==> config.mk <==
export PLATFORM = sky130hd
export DESIGN_NAME = fifo_sync_param_flat
export DESIGN_NICKNAME = d
export VERILOG_FILES = /design/src/rtl/fifo_pkg.sv /design/src/rtl/fifo_sync_param_if.sv /design/src/rtl/fifo_ram.sv /design/src/rtl/fifo_sync_param.sv /design/src/flat_wrapper.sv
export SDC_FILE = /design/constraint.sdc
export NUM_CORES = 1
export LEC_CHECK = 0
export BUFFER_PORTS_ARGS = -buffer_cell sky130_fd_sc_hd__buf_2
export CAP_MARGIN = 10
export CORE_MARGIN = 5
export CORE_UTILIZATION = 44
export DETAILED_ROUTE_END_ITERATION = 10
export GPL_TIMING_DRIVEN = 0
export SLEW_MARGIN = 20
export SYNTH_ARGS = -nofsm -noshare
export SYNTH_HDL_FRONTEND = slang
export SYNTH_SLANG_ARGS = --single-unit
==> constraint.sdc <==
create_clock -name clk -period 1.9 [get_ports clk]
set_input_delay 0.285 -clock clk [delete_from_list [all_inputs] [get_ports clk]]
set_output_delay 0.285 -clock clk [all_outputs]
set_load 0.01 [all_outputs]
==> src/rtl/fifo_pkg.sv <==
// Shared constants and elaboration helpers for the parametrised synchronous FIFO.
// Latency: none, compile-time only.
// Backpressure: not applicable; it holds no logic.
package fifo_pkg;

    localparam int DEF_WIDTH = 8;
    localparam int DEF_DEPTH = 4;

    function automatic int clog2(input int n);
        int r;
        r = 0;
        while ((1 << r) < n) r = r + 1;
        return r;
    endfunction

    // Depth must be a power of two so that pointers wrap naturally.
    // Both thresholds must leave a distinct almost_empty and almost_full band.
    function automatic bit levels_ok(input int ae, input int af, input int depth);
        return (depth >= 2) && ((1 << clog2(depth)) == depth) &&
               (ae < af) && (af <= depth);
    endfunction

endpackage

==> src/rtl/fifo_sync_param_if.sv <==
// Producer/consumer bus of the synchronous FIFO: push, pop, flush, data, flags, error pulses.
// Latency: wires only.
// Backpressure: producer watches full/almost_full, consumer watches empty/almost_empty.
interface fifo_sync_param_if
    import fifo_pkg::*;
#(
    parameter int WIDTH = DEF_WIDTH,
    parameter int DEPTH = DEF_DEPTH
);
    localparam int AW = clog2(DEPTH);

    logic             flush;
    logic             write;
    logic [WIDTH-1:0] din;
    logic             read;
    logic [WIDTH-1:0] dout;
    logic             full;
    logic             empty;
    logic             almost_full;
    logic             almost_empty;
    logic [AW:0]      count;
    logic             overflow;
    logic             underflow;

    modport master (
        output flush, write, din, read,
        input  dout, full, empty, almost_full, almost_empty, count, overflow, underflow
    );

    modport slave (
        input  flush, write, din, read,
        output dout, full, empty, almost_full, almost_empty, count, overflow, underflow
    );

endinterface

==> src/rtl/fifo_ram.sv <==
// DEPTH x WIDTH register file with one synchronous write port and one asynchronous read port.
// Latency: write lands on the clock edge; read is combinational.
// Backpressure: none; the caller decides when writes are legal.
module fifo_ram
    import fifo_pkg::*;
#(
    parameter  int WIDTH = DEF_WIDTH,
    parameter  int DEPTH = DEF_DEPTH,
    localparam int AW    = clog2(DEPTH)
) (
    input  logic             clk,
    input  logic             we,
    input  logic [AW-1:0]    waddr,
    input  logic [WIDTH-1:0] wdata,
    input  logic [AW-1:0]    raddr,
    output logic [WIDTH-1:0] rdata
);

    logic [WIDTH-1:0] mem [DEPTH];

    // Storage is deliberately left out of reset; contents are don't-care until written.
    always_ff @(posedge clk) begin
        if (we) mem[waddr] <= wdata;
    end

    assign rdata = mem[raddr];

endmodule

==> src/rtl/fifo_sync_param.sv <==
// Parametrised single-clock FIFO with occupancy count, flush and overflow/underflow pulses.
// Latency: dout one cycle after a pop; FIFO_FWFT_EN gives fall-through with zero read latency.
// Backpressure: writes on full are rejected unless a pop happens in the same cycle.
module fifo_sync_param
    import fifo_pkg::*;
#(
    parameter int WIDTH    = DEF_WIDTH,
    parameter int DEPTH    = DEF_DEPTH,
    parameter int AF_LEVEL = DEPTH - 1,
    parameter int AE_LEVEL = 1
) (
    input  logic             clk,
    input  logic             clrn,
    fifo_sync_param_if.slave bus
);

    localparam int AW = clog2(DEPTH);
    localparam int CW = AW + 1;

    localparam logic [CW-1:0] FULL_C = CW'(DEPTH);
    localparam logic [CW-1:0] AF_C   = CW'(AF_LEVEL);
    localparam logic [CW-1:0] AE_C   = CW'(AE_LEVEL);

    generate
        if (!levels_ok(AE_LEVEL, AF_LEVEL, DEPTH)) begin : g_bad_cfg
            $error("fifo_sync_param: need power-of-two DEPTH and AE_LEVEL < AF_LEVEL <= DEPTH");
        end
    endgenerate

    logic [AW-1:0]    wr_ptr;
    logic [AW-1:0]    rd_ptr;
    logic [CW-1:0]    count_q;
    logic             ovf_q;
    logic             udf_q;
    logic             empty;
    logic             full;
    logic             rd_ok;
    logic             wr_ok;
    logic [WIDTH-1:0] rdata;

    assign empty = (count_q == '0);
    assign full  = (count_q == FULL_C);

    // A pop frees a slot in the same edge, so a full FIFO can still take a write.
    assign rd_ok = bus.read & ~empty;
    assign wr_ok = bus.write & (~full | rd_ok);

    fifo_ram #(
        .WIDTH (WIDTH),
        .DEPTH (DEPTH)
    ) u_ram (
        .clk   (clk),
        .we    (wr_ok & ~bus.flush),
        .waddr (wr_ptr),
        .wdata (bus.din),
        .raddr (rd_ptr),
        .rdata (rdata)
    );

    always_ff @(posedge clk or negedge clrn) begin
        if (!clrn) begin
            wr_ptr  <= '0;
            rd_ptr  <= '0;
            count_q <= '0;
            ovf_q   <= 1'b0;
            udf_q   <= 1'b0;
        end else if (bus.flush) begin
            wr_ptr  <= '0;
            rd_ptr  <= '0;
            count_q <= '0;
            ovf_q   <= 1'b0;
            udf_q   <= 1'b0;
        end else begin
            if (wr_ok) wr_ptr <= wr_ptr + 1'b1;
            if (rd_ok) rd_ptr <= rd_ptr + 1'b1;
            unique case ({wr_ok, rd_ok})
                2'b10:   count_q <= count_q + 1'b1;
                2'b01:   count_q <= count_q - 1'b1;
                default: count_q <= count_q;
            endcase
            ovf_q <= bus.write & ~wr_ok;
            udf_q <= bus.read & ~rd_ok;
        end
    end

`ifdef FIFO_FWFT_EN
    assign bus.dout = empty ? '0 : rdata;
`else
    logic [WIDTH-1:0] dout_q;

    always_ff @(posedge clk or negedge clrn) begin
        if (!clrn) begin
            dout_q <= '0;
        end else if (!bus.flush && rd_ok) begin
            dout_q <= rdata;
        end
    end

    assign bus.dout = dout_q;
`endif

    assign bus.count        = count_q;
    assign bus.full         = full;
    assign bus.empty        = empty;
    assign bus.almost_full  = (count_q >= AF_C);
    assign bus.almost_empty = (count_q <= AE_C);
    assign bus.overflow     = ovf_q;
    assign bus.underflow    = udf_q;

endmodule

==> src/flat_wrapper.sv <==
// flat-port wrapper written by rule: the top's interface ports become plain ports
module fifo_sync_param_flat import fifo_pkg::*;
#(
    parameter int WIDTH    = DEF_WIDTH,
    parameter int DEPTH    = DEF_DEPTH,
    parameter int AF_LEVEL = DEPTH - 1,
    parameter int AE_LEVEL = 1
)
  (clk, clrn, bus_flush, bus_write, bus_din, bus_read, bus_dout, bus_full, bus_empty, bus_almost_full, bus_almost_empty, bus_count, bus_overflow, bus_underflow);
  fifo_sync_param_if #(.WIDTH(WIDTH), .DEPTH(DEPTH)) bus_i ();
  input  logic clk;
  input  logic clrn;
  input wire logic [$bits(bus_i.flush)-1:0] bus_flush;
  input wire logic [$bits(bus_i.write)-1:0] bus_write;
  input wire logic [$bits(bus_i.din)-1:0] bus_din;
  input wire logic [$bits(bus_i.read)-1:0] bus_read;
  output wire logic [$bits(bus_i.dout)-1:0] bus_dout;
  output wire logic [$bits(bus_i.full)-1:0] bus_full;
  output wire logic [$bits(bus_i.empty)-1:0] bus_empty;
  output wire logic [$bits(bus_i.almost_full)-1:0] bus_almost_full;
  output wire logic [$bits(bus_i.almost_empty)-1:0] bus_almost_empty;
  output wire logic [$bits(bus_i.count)-1:0] bus_count;
  output wire logic [$bits(bus_i.overflow)-1:0] bus_overflow;
  output wire logic [$bits(bus_i.underflow)-1:0] bus_underflow;
  assign bus_i.flush = bus_flush;
  assign bus_i.write = bus_write;
  assign bus_i.din = bus_din;
  assign bus_i.read = bus_read;
  assign bus_dout = bus_i.dout;
  assign bus_full = bus_i.full;
  assign bus_empty = bus_i.empty;
  assign bus_almost_full = bus_i.almost_full;
  assign bus_almost_empty = bus_i.almost_empty;
  assign bus_count = bus_i.count;
  assign bus_overflow = bus_i.overflow;
  assign bus_underflow = bus_i.underflow;
  fifo_sync_param #(.WIDTH(WIDTH), .DEPTH(DEPTH), .AF_LEVEL(AF_LEVEL), .AE_LEVEL(AE_LEVEL)) u_core (.clk(clk), .clrn(clrn), .bus(bus_i));
endmodule
After elaboration in Yosys (flattened, before gate mapping)
Memories as Yosys holds them, arrays and structs flattened. A register that Yosys moved wholly into a read port is not among the register bits. Cells that the tools add are included.

Bits in registers: 9. Output and inout port bits: 17. Bits in writable memories: 32. Word-level logic and storage cells: 43. Memories: 1.

Memories: u_core.u_ram.mem (words 4, bits a word 8, rd ports 1, clocked after memory_dff 1, write ports 1, RTL line fifo_ram.sv:19) `logic [WIDTH-1:0] mem [DEPTH];`.

Bitwise logic cells: 11. Multiplexer cells: 10. Equality and inequality tests: 3. Order comparisons: 2. Reductions and logical operators: 7. Add/subtract/negate cells: 4.

Operators by type and width (count): $mux 2 (4); $pmux 3 s2 (1); $and 1x1->1 (5); $not 1->1 (5); $add 2x1->2 const B (2); $mux 1 (4); $reduce_bool 2->1 (2); $add 3x1->3 const B (1); $eq 3x3->1 const B (1); $ge 3x2->1 const B (1); $le 3x1->1 const B (1); $logic_not 3->1 (1); $mux 3 (1); $reduce_bool 3->1 (1); $sub 3x1->3 const B (1); $eq 2x1->1 const B (1); $eq 2x2->1 const B (1); $logic_not 1->1 (2); $logic_and 1x1->1 (1); $or 1x1->1 (1).

Depth between registers and ports, before layout
Depth in word-level cells: 8. Mapped depth: 7.

By module
Synthesis repeated with hierarchy kept, for this count alone.

Cells, all modules: 132. Area, all modules: 2120.8 um^2.

By module, submodules not included: fifo_ram (area each 1188.6 um^2, cells each 46, times used 1); fifo_sync_param (area each 932.1 um^2, cells each 86, times used 1).

Least setup slack after synthesis
No wires, ideal clock.

Kind: register -> register. From: register u_core.count_q[0], in the netlist u_core.bus.count[0]. To: memory u_core.u_ram.mem[2][0] (netlist name) (enable). Period minus slack after synthesis: 1822 ps. Slack: 78 ps. Arrival time: 1490 ps. Stages on the path, launching flop included: 7. Path through: dfrtp_1 inv_1 ha_1 buf_6 and3b_1 nor2_1 and2_1.

Word-level cells in the longest chain between the ends: 8. Elaborated cells on any way between the ends: 10. Those cells by class: eq/ne (1); mux (2); bitwise (6); reduce/logical (1).

Ends and longest elaborated chain: from (decl) (RTL line fifo_sync_param.sv:32) `logic [CW-1:0] count_q;`; from (signal assigned) (RTL line fifo_sync_param.sv:77) `2'b10: count_q <= count_q + 1'b1;`; from (signal assigned) (RTL line fifo_sync_param.sv:78) `2'b01: count_q <= count_q - 1'b1;`; from (signal assigned) (RTL line fifo_sync_param.sv:79) `default: count_q <= count_q;`; $logic_not 3->1 (RTL line fifo_sync_param.sv:41) `assign empty = (count_q == '0);`; $not 1->1 (RTL line fifo_sync_param.sv:45) `assign rd_ok = bus.read & ~empty;`; $and 1x1->1 (RTL line fifo_sync_param.sv:45); $or 1x1->1 * (RTL line fifo_sync_param.sv:46) `assign wr_ok = bus.write & (~full | rd_ok);`; $and 1x1->1 * (RTL line fifo_sync_param.sv:46); $and 1x1->1 * (RTL line fifo_sync_param.sv:53) `.we (wr_ok & ~bus.flush),`; $mux 1 * (RTL line fifo_ram.sv:23) `if (we) mem[waddr] <= wdata;`; $mux 1 (not written as such) * (RTL line fifo_ram.sv:23); to (decl) (RTL line fifo_ram.sv:19).

Every way passes the cells marked *; elsewhere a longest branch is shown, timed or not.

Worst setup path after layout
From: register u_core.count_q[1], in the netlist u_core.bus.count[1]. To: output bus_empty.

Word-level cells in the longest chain between the ends: 1.

Ends and longest elaborated chain: $logic_not 3->1 (RTL line fifo_sync_param.sv:41); to (decl) (RTL line flat_wrapper.sv:19) `output wire logic [$bits(bus_i.empty)-1:0] bus_empty;`.

No other way between the ends.

==> flow_metrics.py <==
metrics = {
    "detailed_routing": {
        "vias_per_cell": 5.11,
        "vias": 1268,
        "post_drt_wl_per_cell_um": 16.1,
        "dr.pass1.iters": 4,
        "drc": 0,
        "drt_iter0_drc": 86,
        "ant_nets": 0,
        "wirelength_mm": 4.00,
    },
    "yosys": {
        "yosys_warnings": 0,
        "ys_types": 31,
        "async_reset_ff_share_pct": 34.7,
        "synth_cells": 141,
        "syn_area_um2": 2190,
        "synth_edf_count": 32,
        "seq_area_frac_synth_pct": 63.3,
        "synth_top_area_share_pct": 43.9,
        "ys_dominant_reg_cell": "edfxtp_1",
        "synth_most_common_cell": "edfxtp_1",
        "ys_ff_latch": 49,
        "avgSynthCellArea_um2": 15.5,
        "yosys-top-cells-area": "edfxtp_1 (44%), dfrtp_1 (19%), mux4_2 (8.2%)",
        "synth_commonest_cells": "edfxtp_1 (32), dfrtp_1 (17), ha_1 (9), mux2_2 (9)",
        "synth_top_cell_by_area": "edfxtp_1",
        "syn_nets": 163,
    },
    "timing": {
        "worstMarginPinSlew_ns": 0.421,
        "setup-tns-final_ns": 0,
        "final-setup-viol-count": 0,
        "maxSlewHeadroom_pct": 71.9,
        "period_minus_slack_ns": 1.80,
        "drv_slew": 0,
        "fin_skew_ns": 0.00205,
        "finalHoldViolations": 0,
        "fmax_mhz": 556,
        "fin_crit_sh_pct": 94.6,
        "rsz0062_at_grt": "false",
        "setup_slack_ns": 0.102,
    },
    "global_route": {
        "antenna_found_initial": 0,
        "overflow": 0,
        "grt_max_degree": 18,
        "grt_pass1_wl_mm": 6.44,
        "grt_pass1_vias": 1314,
        "grt_use_total_pct": 13.7,
    },
    "floorplanning": {
        "die_w_um": 80.5,
        "dieArea_um2": 6490,
        "start_util_pct": 45.8,
        "coreArea_um2": 4790,
        "ioPinCount": 30,
        "die_h_um": 80.5,
        "core.rowCount": 25,
    },
    "cts": {
        "cts_buffer_depth": 2,
        "root_buffer": "clkbuf_8",
        "h-tree-depth": 2,
        "worstSkewPairLatency_ns": 0.30,
        "cts.clk_slew.worst_paths_ns": 0.09,
        "cts_tree": "done",
        "cts_sinks": 49,
        "cts_buffers": 5,
    },
    "placement": {
        "port_buffers": 29,
        "dpl.hpwl_mm": 2.74,
        "pre_cts_ws_ns": -0.201,
        "gp_congestion": 0.744,
    },
    "min_path": {
        "holdCritPathClass": "in2reg",
    },
    "finish": {
        "antennaDiodeCount": 0,
        "drive_gt1_share_pct": 40.3,
        "syn_to_final_growth_pct": 17.9,
        "final_nets": 202,
        "fin_util_pct": 53.9,
    },
    "power": {
        "swShare_pct": 31.8,
        "combPwrFrac_pct": 37.4,
        "p_leak_nw": 1.02,
        "vdd_drop_max_v": 0.000666,
        "p_sw_mw": 1.09,
        "p_clk_share_pct": 21.9,
        "power_density_nw_per_um2": 1320,
        "p_int_mw": 2.33,
        "seqPwrFrac_pct": 40.7,
    },
    "run_status": {
        "status": "complete, no violations",
    },
    "worst_setup_path": {
        "start_kind": "register",
        "arrival_ns": 1.51,
        "cp_max_fo": 10,
        "cp-end-kind": "output port",
        "path_class": "reg2out",
        "worstPathRequired_ns": 1.62,
    },
    "run": {
        "maxCapViolations": 0,
    },
}
-- cell families (layout without fill, tap and decap cells) --
group | after synthesis | count (layout) | synth area share, %
adders and majority gates | 9 | 9 | 5.14
buffers and inverters | 16 | 56 | 3.77
and+or+nand+nor | 32 | 32 | 9.54
xor gates and xnor gates | 1 | 1 | 0.400
DFF | 49 | 49 | 63.3
AOI/OAI and AO/OA | 17 | 17 | 4.97
muxes | 17 | 17 | 12.9
-- power groups by stage --
stage	combinational [mW]	sequential [mW]	clock [mW]
detailed placement	1.23	1.43	0
finish	1.28	1.39	0.748
CTS	1.26	1.41	0.764
floorplan	0.795	1.47	0
global route	1.41	1.42	0.815
global placement	1.20	1.42	0
-- worst paths after layout --
| path | slack (ns) | startpoint | cells after the start | end |
|---|---|---|---|---|
| worst max-delay path | 0.10 | u_core.bus.count[1] | 6 | bus_empty |
| worst min-delay path | 0.19 | bus_din[4] | 1 | u_core.u_ram.mem[1][4] |
| worst max register to register | 0.11 | u_core.bus.count[1] | 6 | u_core.u_ram.mem[3][6] |
| worst min register to register | 0.50 | u_core.bus.dout[0] | 1 | u_core.bus.dout[0] |
| max in group asynchronous | 1.17 | clrn | 2 | u_core.bus.count[2] |
| min in group asynchronous | 0.44 | clrn | 2 | u_core.bus.dout[6] |
-- sequential cells by signal, summed over array words and instances (netlist names) --
| register | count |
|---|---|
| u_core.wr_ptr | 2 |
| u_core.u_ram.mem | 32 |
| u_core.bus.underflow | 1 |
| u_core.bus.count | 3 |
| u_core.bus.overflow | 1 |
| u_core.bus.dout | 8 |
| u_core.rd_ptr | 2 |
-- worst max-delay path: stages (launching register included) --
cell and delay, ns:
dfrtp_1 0.42, inv_1 0.15, ha_1 0.18, buf_6 0.14, nand2b_4 0.07, inv_2 0.10, buf_2 0.14
-- area by class of cell --
class / count / area [µm²]
Buffer: 7 / 48.8
Clock buffer: 5 / 68.8
Clock inverter: 3 / 43.8
Fill cell: 424 / 2200
Inverter: 9 / 33.8
Multi-Input combinational cell: 76 / 733
Sequential cell: 49 / 1390
Tap cell: 67 / 83.8
Timing Repair Buffer: 32 / 183
-- cells in the final DEF (no fill, tap or decap), types with 2 or more instances in the layout --
cell type | synthesis | layout
and3b_1 | 3 | 3
ha_1 | 9 | 9
o21ai_0 | 6 | 6
buf_6 | 2 | 2
inv_1 | 8 | 8
nor2b_1 | 3 | 3
mux2_2 | 9 | 9
nand3_1 | 4 | 4
dfrtp_1 | 17 | 17
and2_4 | 0 | 4
buf_2 | 3 | 32
buf_4 | 1 | 2
nor2_1 | 8 | 7
a21oi_1 | 6 | 6
clkbuf_8 | 0 | 5
nand2b_1 | 2 | 2
mux4_2 | 8 | 8
or4_1 | 2 | 2
edfxtp_1 | 32 | 32
-- what timing repair did --
action,in CTS,in global routing
hold buffers,1,0
buffers inserted,1,1
endpoints found under the setup margin,40,42
gates resized for setup,4,5
hold endpoints to repair,17,0
pin swaps,1,1
-- metrics by stage --
step / hold WS, ns / total power, mW / instances / instance area (µm²)
floorplan: -0.0106 / 2.27 / 141 / 2190
global placement: 0.241 / 2.62 / 237 / 2420
detailed placement: 0.246 / 2.66 / 237 / 2420
CTS: 0.183 / 3.43 / 247 / 2570
global route: 0.172 / 3.64 / 248 / 2580
finish: 0.192 / 3.42 / 248 / 2580
-- per-layer routing --
metal	global-route usage (%)	vias up	routed length, µm
met5	0	-	0
met4	4.39	0	44
met3	4.82	6	205
met2	23.8	26	2070
met1	15.8	634	1680
li1	-	602	-
(Power assumes the default switching activity.)
